[src/rtl/pipeline_ctrl.sv]
// ---------------------------------------------------------------------------
// pipeline_ctrl
// Central stall/flush scheduler for the 5-stage pipelined core. Merges the
// load-use, taken-branch and data-memory-wait hazards into one set of
// pipeline-register enables and bubble/flush controls, runs a memory-wait
// timeout FSM that parks the core in HALT, and keeps saturating stall/flush
// performance counters.
//
// Ports:
//   clk, rst          core clock, asynchronous active-high reset
//   ifid_instr        instruction held in IF/ID (rs1=[19:15], rs2=[24:20])
//   ifid_use_rs1/rs2  IF/ID instruction actually reads rs1 / rs2
//   idex_memread      ID/EX instruction is a load
//   idex_rd           ID/EX destination register
//   ex_branch_taken   EX resolved a taken branch/jump this cycle
//   mem_req/mem_ready data-memory access handshake from MEM
//   pc_write, ifid_write, exmem_write        register enables
//   ifid_flush, idex_bubble, memwb_bubble    NOP/bubble injection
//   halted            FSM parked in HALT after a memory timeout
//   stall_cycles      saturating count of load-use + memory-freeze cycles
//   flush_count       saturating count of taken-branch flush cycles
// ---------------------------------------------------------------------------
module pipeline_ctrl #(
  parameter int N           = 32,
  parameter int MEM_TIMEOUT = 255,
  parameter int TW          = 8,
  parameter int CW          = 16
) (
  input  logic          clk,
  input  logic          rst,
  input  logic [N-1:0]  ifid_instr,
  input  logic          ifid_use_rs1,
  input  logic          ifid_use_rs2,
  input  logic          idex_memread,
  input  logic [4:0]    idex_rd,
  input  logic          ex_branch_taken,
  input  logic          mem_req,
  input  logic          mem_ready,
  output logic          pc_write,
  output logic          ifid_write,
  output logic          ifid_flush,
  output logic          idex_bubble,
  output logic          exmem_write,
  output logic          memwb_bubble,
  output logic          halted,
  output logic [CW-1:0] stall_cycles,
  output logic [CW-1:0] flush_count
);

  localparam logic [1:0] ST_RUN      = 2'd0;
  localparam logic [1:0] ST_MEM_WAIT = 2'd1;
  localparam logic [1:0] ST_HALT     = 2'd2;

  logic [1:0]    state_r, state_nxt_s;
  logic [TW-1:0] wait_cnt_r, wait_cnt_nxt_s, wait_inc_s;
  logic [CW-1:0] stall_cycles_r, flush_count_r;
  logic [4:0]    rs1_s, rs2_s;
  logic          memwait_s, loaduse_s, halt_s;
  logic          stall_inc_s, flush_inc_s;
  logic          unused_instr_s;

  assign rs1_s = ifid_instr[19:15];
  assign rs2_s = ifid_instr[24:20];
  // Only the register-specifier fields matter to hazard detection.
  assign unused_instr_s = ^{ifid_instr[N-1:25], ifid_instr[14:0]};

  // Hazard detection terms.
  always_comb begin
    memwait_s = mem_req & ~mem_ready;
    loaduse_s = idex_memread & (idex_rd != 5'd0) &
                ((ifid_use_rs1 & (idex_rd == rs1_s)) |
                 (ifid_use_rs2 & (idex_rd == rs2_s)));
    halt_s    = (state_r == ST_HALT);
  end

  // Pipeline control outputs, resolved in priority HALT > memwait > branch > load-use.
  always_comb begin
    pc_write     = 1'b1;
    ifid_write   = 1'b1;
    ifid_flush   = 1'b0;
    idex_bubble  = 1'b0;
    exmem_write  = 1'b1;
    memwb_bubble = 1'b0;
    halted       = 1'b0;
    if (rst) begin
      pc_write     = 1'b0;
      ifid_write   = 1'b0;
      ifid_flush   = 1'b1;
      idex_bubble  = 1'b1;
      exmem_write  = 1'b0;
      memwb_bubble = 1'b1;
    end else if (halt_s) begin
      pc_write     = 1'b0;
      ifid_write   = 1'b0;
      idex_bubble  = 1'b1;
      exmem_write  = 1'b0;
      memwb_bubble = 1'b1;
      halted       = 1'b1;
    end else if (memwait_s) begin
      // Freeze everything upstream of MEM; branch/load-use wait for the release.
      pc_write     = 1'b0;
      ifid_write   = 1'b0;
      exmem_write  = 1'b0;
      memwb_bubble = 1'b1;
    end else if (ex_branch_taken) begin
      // Flushing the consumer makes any simultaneous load-use moot.
      ifid_flush   = 1'b1;
      idex_bubble  = 1'b1;
    end else if (loaduse_s) begin
      pc_write     = 1'b0;
      ifid_write   = 1'b0;
      idex_bubble  = 1'b1;
    end else begin
      pc_write     = 1'b1;
    end
  end

  // Memory-wait timeout FSM: wait_cnt holds the number of consecutive wait
  // cycles already completed, so HALT is entered as the MEM_TIMEOUT-th one ends.
  always_comb begin
    wait_inc_s     = wait_cnt_r + TW'(1);
    state_nxt_s    = state_r;
    wait_cnt_nxt_s = wait_cnt_r;
    case (state_r)
      ST_RUN, ST_MEM_WAIT: begin
        if (memwait_s) begin
          wait_cnt_nxt_s = wait_inc_s;
          if (wait_inc_s == TW'(MEM_TIMEOUT)) begin
            state_nxt_s = ST_HALT;
          end else begin
            state_nxt_s = ST_MEM_WAIT;
          end
        end else begin
          state_nxt_s    = ST_RUN;
          wait_cnt_nxt_s = {TW{1'b0}};
        end
      end
      ST_HALT: begin
        state_nxt_s    = ST_HALT;
        wait_cnt_nxt_s = wait_cnt_r;
      end
      default: begin
        state_nxt_s    = ST_RUN;
        wait_cnt_nxt_s = {TW{1'b0}};
      end
    endcase
  end

  // Counter increment qualifiers; both frozen in HALT.
  always_comb begin
    stall_inc_s = ~halt_s & (memwait_s | (~ex_branch_taken & loaduse_s));
    flush_inc_s = ~halt_s & ~memwait_s & ex_branch_taken;
  end

  // FSM state and wait counter registers.
  always_ff @(posedge clk or posedge rst) begin
    if (rst) begin
      state_r    <= ST_RUN;
      wait_cnt_r <= {TW{1'b0}};
    end else begin
      state_r    <= state_nxt_s;
      wait_cnt_r <= wait_cnt_nxt_s;
    end
  end

  // Saturating performance counters.
  always_ff @(posedge clk or posedge rst) begin
    if (rst) begin
      stall_cycles_r <= {CW{1'b0}};
      flush_count_r  <= {CW{1'b0}};
    end else begin
      if (stall_inc_s && (stall_cycles_r != {CW{1'b1}})) begin
        stall_cycles_r <= stall_cycles_r + CW'(1);
      end
      if (flush_inc_s && (flush_count_r != {CW{1'b1}})) begin
        flush_count_r <= flush_count_r + CW'(1);
      end
    end
  end

  assign stall_cycles = stall_cycles_r;
  assign flush_count  = flush_count_r;

endmodule
[config.mk]
export PLATFORM = sky130hd
export DESIGN_NAME = pipeline_ctrl
export DESIGN_NICKNAME = d
export VERILOG_FILES = /design/src/rtl/pipeline_ctrl.sv
export SDC_FILE = /design/constraint.sdc
export NUM_CORES = 1
export LEC_CHECK = 0
export BUFFER_PORTS_ARGS = -buffer_cell sky130_fd_sc_hd__buf_2
export CAP_MARGIN = 20
export CORE_ASPECT_RATIO = 0.6
export CORE_MARGIN = 3
export CORE_UTILIZATION = 40
export CTS_BUF_LIST = sky130_fd_sc_hd__clkbuf_4 sky130_fd_sc_hd__clkbuf_8
export DETAILED_ROUTE_END_ITERATION = 10
export PLACE_DENSITY = 0.67
export SYNTH_ARGS = -nofsm -noshare
export SYNTH_HDL_FRONTEND = slang
export SYNTH_SLANG_ARGS = --single-unit
[constraint.sdc]
create_clock -name clk -period 2.3 [get_ports clk]
set_input_delay 0.23 -clock clk [delete_from_list [all_inputs] [get_ports clk]]
set_output_delay 0.23 -clock clk [all_outputs]
set_load 0.03 [all_outputs]
==> flow_metrics.tcl <==
set metrics [dict create \
    outcome "complete, no violations" \
    p_per_area_mw_per_mm2 820.2 \
    gp_congestion 0.7808 \
    routed_wl_um 4829 \
    synthArstFlopShare_pct 100.0 \
    slew_headroom_pct 65.49 \
    hold_viol 0 \
    ys_seq_area_share_pct 47.14 \
    timing.hold.ws_ns 0.1106 \
    max_freq_mhz 485.4 \
    antenna_found_initial 0 \
    cap_viol_max_count 0 \
    p_clk_share_pct 26.6 \
    ctsLongestPathBuffers 2 \
    die_x_um 102.4 \
    reg2reg_slack_ns 0.24 \
    combPwrFrac_pct 29.8 \
    fillerInstances 478 \
    final_common_cell "buf_2" \
    post-route-util_pct 52.25 \
    worst_pin_slew_ns 0.5176 \
    postRouteAntennaNets 0 \
    synth_flop_cell "dfrtp_1" \
    cts_tree "done" \
    r2r-end "flush_count[15]" \
    fin_nets 337 \
    power_mw 2.241 \
    fin_crit_sh_pct 89.57 \
    skew_ns 0.006103 \
    wl_met1_um 2572 \
    postCtsSetupBuffers 0 \
    end_kind "flip-flop" \
    worstSetupStartpointType "flip-flop" \
    cellLeakagePower_nw 1.309 \
    grt.overflow.total 0 \
    hold_class "input pin to asynchronous set/reset pin" \
    setup_viol 0 \
    synth_nets 270 \
    routedWlPerCell_um 13.60 \
    cts_sinks 42 \
    clock_latency_ns 0.30 \
    drt-initial-drc-count 79 \
    finalSetupTns_ns 0 \
    p_sw_mw 0.8165 \
    cts-resized-gates 0 \
    cp.arrival_ns 2.25 \
    regArea_mm2 0.001051 \
    drive_gt1_share_pct 28.37 \
    vdd_ir_drop_max_uv 636.9 \
    die-area_mm2 0.006535 \
    drt_first_pass_iters 4 \
    r2r-start "flush_count[1]" \
    hold_buffers 0 \
    p_int_mw 1.425 \
    syn-cell-area_mm2 0.002230 \
    place_hpwl_um 3718 \
    via_per_inst 5.186 \
    layout_common_cells "buf_2, dfrtp_1, xnor2_1, nand2_1, nand4_1" \
    htreeDepth 2 \
    critPathMaxFanout 8 \
    fp-row-count 20 \
    final_area_mm2 0.002733 \
    grt_pass1_vias 1768 \
    seqPwrFrac_pct 43.6 \
    syn_avg_cell_area_um2 10.09 \
    ys_warn_count 0 \
    synth-seq-cells 42 \
    cp.required_ns 2.49 \
    grt_max_degree 43 \
    die_h_um 63.83 \
    path_clk_slew_ns 0.08 \
    ios 84 \
    placed_area_mm2 0.002619 \
    multi_input_area_mm2 0.001124 \
    start_util_pct 42.63 \
    slew_violations 0 \
    vias 1841 \
    r2r_cells 7 \
    swShare_pct 36.43 \
    yosys.cell_types.count 37 \
    io_buffers 61 \
    cts_made_buffers 5 \
    critPathKind "flip-flop to flip-flop" \
    synth_edf_count 0 \
    synthCells 221 \
    cts_root_buf "clkbuf_8" \
    synthToLayoutAreaGrowth_pct 22.56 \
    met3_length_um 199 \
    wl_met2_um 2006 \
    grt_use_total_pct 16.32 \
    period_needed_ns 2.060 \
    core_mm2 0.005230 \
    grt_pass1_wl_um 8438 \
    antennaDiodeCount 0 \
    drc 0 \
    rsz0062_at_grt "no" \
    highest_layer "met4" \
]
-- flip-flops by register name, indices dropped and copies added (netlist names) --
register / flops
flush_count: 16
stall_cycles: 16
wait_cnt_r: 8
state_r: 2
-- critical path, cell delays in order (launching register included) --
cell and delay (ns):
dfrtp_1 0.47, ha_1 0.28, and3_1 0.21, nor3b_2 0.18, a211oi_4 0.22, and4_1 0.29, nand4_1 0.14, xnor2_1 0.15
-- power groups by stage --
stage | logic, mW | clock network, mW | registers, mW
after floorplan | 0.246 | 0 | 1.18
after global placement | 0.664 | 0 | 0.983
after detailed placement | 0.675 | 0 | 0.990
after global routing | 0.724 | 0.650 | 1.00
after CTS | 0.678 | 0.612 | 0.977
final | 0.668 | 0.595 | 0.978
-- final cells by class --
type	count	share of cell area, %
clock inverters	2	1.374
flip-flops and latches	42	38.46
multi-input cells	168	41.12
well taps	66	3.022
inverters	5	0.6868
clock buffers	6	2.793
repair buffers	66	12.55
-- layer usage --
metal  vias to the layer above  global-route usage (%)
li1                        903                       -
met1                       897                   25.03
met2                        36                   21.84
met3                         5                   4.580
met4                         0                   5.237
met5                         -                       0
-- synthesized netlist by cell type, types with 4 or more instances --
master	number	area, um2
dfrtp_1	42	1051
xnor2_1	39	341.6
nand2_1	29	108.9
nand4_1	16	100.1
nand3_1	15	75.07
and3_1	12	75.07
nor2_1	8	30.03
o21ai_0	8	40.04
inv_1	5	18.77
and4_1	4	35.03
ha_1	4	50.05
xor2_1	4	35.03
-- per-stage QoR --
| stage | worst slack [ns] | instances |
|---|---|---|
| 2_1_floorplan | 0.1602 | 221 |
| 3_3_place_gp | 0.3006 | 347 |
| 3_5_place_dp | 0.2552 | 347 |
| 4_1_cts | 0.2321 | 355 |
| 5_1_grt | 0.1223 | 355 |
| 6_report | 0.2399 | 355 |
-- cell families after synthesis --
family          after synthesis  synth area share [%]
compound gates               19                 5.780
buf+inv                      11                 2.469
xor+xnor                     43                 16.89
mux                           3                 1.459
simple gates                 99                 24.02
fa+ha+maj                     4                 2.245
flops                        42                 47.14
-- worst max-delay path by stage --
stage | slack, ns | end | cells past startpoint | start
6_report | 0.24 | flush_count[15] | 7 | flush_count[1]
5_1_grt | 0.12 | flush_count[13] | 7 | flush_count[1]
4_1_cts | 0.23 | flush_count[15] | 7 | flush_count[1]
3_5_place_dp | 0.26 | flush_count[1] | 5 | flush_count[1]
3_3_place_gp | 0.30 | flush_count[1] | 5 | flush_count[1]
2_1_floorplan | 0.16 | flush_count[13] | 7 | flush_count[0]
Power figures use the tool's default switching activity.
